==> config.mk <==
export PLATFORM = sky130hd
export DESIGN_NAME = dm_cache
export DESIGN_NICKNAME = d
export VERILOG_FILES = /design/src/rtl/dm_cache.sv
export SDC_FILE = /design/constraint.sdc
export NUM_CORES = 2
export LEC_CHECK = 0
export CAP_MARGIN = 0
export CORE_MARGIN = 10
export CORE_UTILIZATION = 55
export DETAILED_ROUTE_END_ITERATION = 12
export PLACE_DENSITY = 0.75
export SYNTH_ARGS = -nofsm -noshare
export SYNTH_HDL_FRONTEND = slang
export SYNTH_SLANG_ARGS = --single-unit
==> constraint.sdc <==
create_clock -name clk -period 4.3 [get_ports clk]
set_input_delay 0.43 -clock clk [delete_from_list [all_inputs] [get_ports clk]]
set_output_delay 0.43 -clock clk [all_outputs]
set_load 0.05 [all_outputs]
==> src/rtl/dm_cache.sv <==
// Direct-mapped, write-back, write-allocate data cache with 16-byte lines and 0-cycle hits.
// Define DM_CACHE_PERF_EN to build the hit/miss counters; otherwise both outputs are tied to 0.
module dm_cache #(
    parameter int NUM_SETS = 8
) (
    input  logic         clk,
    input  logic         reset,
    input  logic         mem_read,
    input  logic         mem_write,
    input  logic [15:0]  mem_address,
    input  logic [15:0]  mem_wdata,
    input  logic [1:0]   mem_byte_enable,
    output logic         mem_resp,
    output logic [15:0]  mem_rdata,
    output logic         pmem_read,
    output logic         pmem_write,
    output logic [15:0]  pmem_address,
    output logic [127:0] pmem_wdata,
    input  logic [127:0] pmem_rdata,
    input  logic         pmem_resp,
    output logic [15:0]  hit_count,
    output logic [15:0]  miss_count
);
    localparam int INDEX_W = $clog2(NUM_SETS);
    localparam int TAG_W   = 12 - INDEX_W;

    typedef enum logic [1:0] {IDLE, WRITEBACK, FILL} state_t;

    state_t state, state_next;

    logic [NUM_SETS-1:0] valid;
    logic [NUM_SETS-1:0] dirty;
    logic [TAG_W-1:0]    tag_arr  [NUM_SETS];
    logic [127:0]        data_arr [NUM_SETS];

    // Request address captured when a miss starts, so a dropped request can still finish cleanly.
    logic [TAG_W-1:0]   req_tag;
    logic [INDEX_W-1:0] req_index;

    logic [TAG_W-1:0]   addr_tag;
    logic [INDEX_W-1:0] addr_index;
    logic [6:0]         bit_lo;
    logic [6:0]         bit_hi;
    logic [15:0]        word_data;
    logic               req;
    logic               hit;
    logic               hit_wr_en;
    logic               fill_en;
    logic               miss_start;
    logic               unused_addr_bit;

    assign addr_tag        = mem_address[15:4+INDEX_W];
    assign addr_index      = mem_address[3+INDEX_W:4];
    assign bit_lo          = {mem_address[3:1], 4'b0000};
    assign bit_hi          = {mem_address[3:1], 4'b1000};
    assign word_data       = data_arr[addr_index][bit_lo +: 16];
    assign req             = mem_read | mem_write;
    assign hit             = valid[addr_index] && (tag_arr[addr_index] == addr_tag);
    assign unused_addr_bit = mem_address[0];

    always_comb begin
        // NOTE: every output of this block gets a default first, so no path can infer a latch.
        state_next   = state;
        mem_resp     = 1'b0;
        mem_rdata    = '0;
        pmem_read    = 1'b0;
        pmem_write   = 1'b0;
        pmem_address = '0;
        pmem_wdata   = '0;
        hit_wr_en    = 1'b0;
        fill_en      = 1'b0;
        miss_start   = 1'b0;
        case (state)
            IDLE: begin
                if (req) begin
                    if (hit) begin
                        mem_resp  = 1'b1;
                        mem_rdata = word_data;
                        hit_wr_en = mem_write;
                    end else begin
                        miss_start = 1'b1;
                        state_next = (valid[addr_index] && dirty[addr_index]) ? WRITEBACK : FILL;
                    end
                end
            end
            WRITEBACK: begin
                pmem_write   = 1'b1;
                pmem_address = {tag_arr[req_index], req_index, 4'b0000};
                pmem_wdata   = data_arr[req_index];
                if (pmem_resp) state_next = FILL;
            end
            FILL: begin
                pmem_read    = 1'b1;
                pmem_address = {req_tag, req_index, 4'b0000};
                if (pmem_resp) begin
                    fill_en    = 1'b1;
                    state_next = IDLE;
                end
            end
            default: state_next = IDLE;
        endcase
    end

    always_ff @(posedge clk or posedge reset) begin
        // NOTE: state registers use non-blocking assignments so every flop samples pre-edge values.
        if (reset) begin
            state     <= IDLE;
            valid     <= '0;
            dirty     <= '0;
            req_tag   <= '0;
            req_index <= '0;
        end else begin
            state <= state_next;
            if (miss_start) begin
                req_tag   <= addr_tag;
                req_index <= addr_index;
            end
            if (fill_en) begin
                valid[req_index] <= 1'b1;
                dirty[req_index] <= 1'b0;
            end
            if (hit_wr_en && (mem_byte_enable != 2'b00)) dirty[addr_index] <= 1'b1;
        end
    end

    // NOTE: tag and data arrays are deliberately not reset; clearing valid makes their contents irrelevant.
    always_ff @(posedge clk) begin
        if (fill_en) begin
            data_arr[req_index] <= pmem_rdata;
            tag_arr[req_index]  <= req_tag;
        end
        if (hit_wr_en) begin
            if (mem_byte_enable[0]) data_arr[addr_index][bit_lo +: 8] <= mem_wdata[7:0];
            if (mem_byte_enable[1]) data_arr[addr_index][bit_hi +: 8] <= mem_wdata[15:8];
        end
    end

`ifdef DM_CACHE_PERF_EN
    logic        after_fill;
    logic [15:0] hit_cnt_q;
    logic [15:0] miss_cnt_q;

    // A response in the cycle right after a fill belongs to the miss, not to a hit.
    always_ff @(posedge clk or posedge reset) begin
        if (reset) begin
            after_fill <= 1'b0;
            hit_cnt_q  <= '0;
            miss_cnt_q <= '0;
        end else begin
            after_fill <= fill_en;
            if (mem_resp && !after_fill) hit_cnt_q <= hit_cnt_q + 16'd1;
            if (miss_start) miss_cnt_q <= miss_cnt_q + 16'd1;
        end
    end

    assign hit_count  = hit_cnt_q;
    assign miss_count = miss_cnt_q;
`else
    assign hit_count  = '0;
    assign miss_count = '0;
`endif

endmodule

==> results.cfg <==
[floorplanning]
io_pins = 362
rows = 113
die_w_um = 330
coreArea_sq_mm = 0.0950
die_h_um = 330
dieArea_sq_mm = 0.109
initial_utilization_pct = 55.5

[sta]
fmax_ghz = 0.232
fin_worst_skew_ps = 44.7
hold_viol = 0
setup_viol = 1
min_period_over_period_pct = 100
maxSlewHeadroom_pct = 7.57
layout_setup_ws_ps = -10.9
slew_viol_final = 0
max_slew.worst_pin.slew_ps = 1380
period_needed_ps = 4310
rsz0062_at_grt = false

[clock_tree]
cts_buffer_depth = 3
clk_pin_slew_ps = 60
cts.sinks = 1126
htree_levels = 3
cts_buffers = 112
cts_root_buffer = clkbuf_16
cts_hold_buf = 0
insertion_delay_ps = 720
cts_tree = built

[place]
place.gp.congestion = 0.968
dpl_cell_area_sq_mm = 0.0615
portBuffers = 324
dp_hpwl_um = 130000

[flow_run]
maxCapViolCount = 0

[route]
drt_iter0_drc = 6997
vias = 39200
ant_nets = 0
route.detailed.drc = 0
vias_per_cell = 7.40
routedWlPerCell_um = 36.4
dr.pass1.iters = 6
wl_um = 193000

[yosys]
ys_top_cells_by_area = edfxtp_1, mux4_2, o22ai_1
synthMuxAreaShare_pct = 16.7
yosysSeqAreaShare_pct = 63.9
synthTopCellsByCount = edfxtp_1, o22ai_1, mux4_2
ys_warn_count = 0
ys_ff_latch = 1126
yosys.area_share.simple_pct = 4.93
synth_xor_area_share_pct = 0.0997
netlist_instances = 3290
synth_area_sq_mm = 0.0527
synthArstFlopShare_pct = 2.66
synth.top_cell.area_share_pct = 62.4
synth_fa_ha_area_share_pct = 0.214
synth-edff-count = 1096
ys.flop_type = edfxtp_1
ys_types = 66
yosysTopAreaCell = edfxtp_1
synth_most_common_cell = edfxtp_1
avgSynthCellArea_sq_um = 16.0
synth_top_family_by_area = multiplexers
synth_compound_area_share_pct = 11.1

[global_route]
globalRouteMet2Util_pct = 51.1
grt_max_degree = 53
use_met1_pct = 43.1
grt_pass1_wl_um = 269000
busiest_layer = met2
grt.total_usage_pct = 34.4
grtUsageMet3_pct = 13.7
grt_overflow = 0
antenna_found_initial = 15
first_global_vias = 37700

[critical_path]
r2r_end = data_arr[7][54]
cp.arrival_ps = 3880
ff2ff_setup_slack_ps = 460
ff2ff_path_depth = 9
worst-endpoint-required_ps = 3870
startpoint_type = input pin
r2r_start = tag_arr[5][8]
worstSetupPathType = input pin to output port
worstPathMaxFanout = 51
end_kind = output port

[status]
failed_checks = setup timing
status = complete, but fails checks

[final_layout]
register_area_sq_mm = 0.0337
multi_input_comb_area_sq_mm = 0.0178
nNetsFinal = 4085
n_fill_cell = 6024
layout-drive-gt1-share_pct = 26.8
finalInstanceArea_sq_mm = 0.0654
syn_to_final_growth_pct = 24.0
post-route-util_pct = 68.8

[min_path]
hold_path_class = input pin to async pin

[power_and_ir_drop]
p_total_mw = 35.4
power_density_mw_per_mm2 = 542
p_leak_nw = 21.9
ir_drop_mv = 0.387
-- state kept, by name, summed over array words and instances (netlist names) --
name,count
data_arr,1024
tag_arr,72
req_tag,9
dirty,8
valid,8
req_index,3
state,2
-- stage by stage --
step                std cells  worst slack [ps]  TNS, ps  hold slack [ps]
finish                   5290             -10.9    -10.9              131
global route             5273              31.5        0              192
CTS                      5272              11.3        0              129
detailed placement       5058             -76.3     -606              452
global placement         5058             -40.9     -322              445
floorplan                3325               219        0              430
-- final cells by class --
type | count | share of cell area (%)
Antenna cell | 17 | 0.0651
Clock buffer | 139 | 4.57
Clock inverter | 74 | 1.07
Inverter | 14 | 0.0804
Multi-Input combinational cell | 1844 | 27.2
Sequential cell | 1126 | 51.5
Tap cell | 1265 | 2.42
Timing Repair Buffer | 811 | 13.1
-- critical path, stage by stage --
cell and delay [ps]:
clkdlybuf4s50_1 560, buf_4 210, and2b_2 320, nand2b_4 230
buf_16 320, o22ai_1 170, nor4_1 430, buf_4 210
mux4_2 220, nand2_1 50, a21oi_1 240, buf_4 240
buf_12 150
-- routing by layer --
metal	wire length, um	vias to the layer above
met4	13100	24
met3	33400	756
li1	-	15200
met1	61300	19300
met2	84600	3958
met5	169	-
-- power breakdown --
part	internal, mW	total [mW]	leakage, nW	switching [mW]
clock	5.55	9.80	1.80	4.25
sequential	13.4	14.2	10.3	0.837
combinational	5.19	11.4	9.82	6.22
total	24.1	35.4	21.9	11.3
-- kinds of logic after synthesis --
logic type / count (synthesis)
other: 1
AOI/OAI and AO/OA: 853
adders and majority gates: 9
and+or+nand+nor: 450
buffers and inverters: 355
muxes: 490
DFF: 1126
xor gates and xnor gates: 6
-- placed cells by master, fill, tap and decap left out, types with 26 or more instances in the layout --
| cell type | n |
|---|---|
| a32o_1 | 72 |
| nor4_1 | 110 |
| o22ai_1 | 487 |
| nand2_1 | 67 |
| mux4_2 | 308 |
| nor2b_1 | 139 |
| dfrtp_1 | 27 |
| buf_12 | 136 |
| a22oi_1 | 50 |
| o21ai_0 | 70 |
| mux2_2 | 26 |
| buf_4 | 365 |
| clkbuf_16 | 114 |
| conb_1 | 36 |
| edfxtp_1 | 1096 |
| o21bai_1 | 59 |
| clkdlybuf4s50_1 | 305 |
| mux2i_1 | 153 |
| a22o_1 | 60 |
| clkinv_2 | 27 |
-- worst max path at each step --
stage / startpoint / to / slack, ps
3_5_place_dp: mem_address[5] / data_arr[7][55] / -80
6_report: mem_address[5] / mem_rdata[11] / -10
5_1_grt: req_index[0] / pmem_address[12] / 30
4_1_cts: mem_address[5] / mem_rdata[12] / 10
3_3_place_gp: mem_address[5] / data_arr[7][49] / -40
2_1_floorplan: mem_address[2] / data_arr[6][120] / 220
-- timing repair --
| action | 4_1_cts | 5_1_grt |
|---|---|---|
| setup buffers | 1 | 1 |
| resized for setup | 0 | 15 |
| setup endpoints to repair | 2 | 12 |
| pin swaps | 0 | 0 |
| cloned | 0 | 0 |
Power figures use the tool's default switching activity.
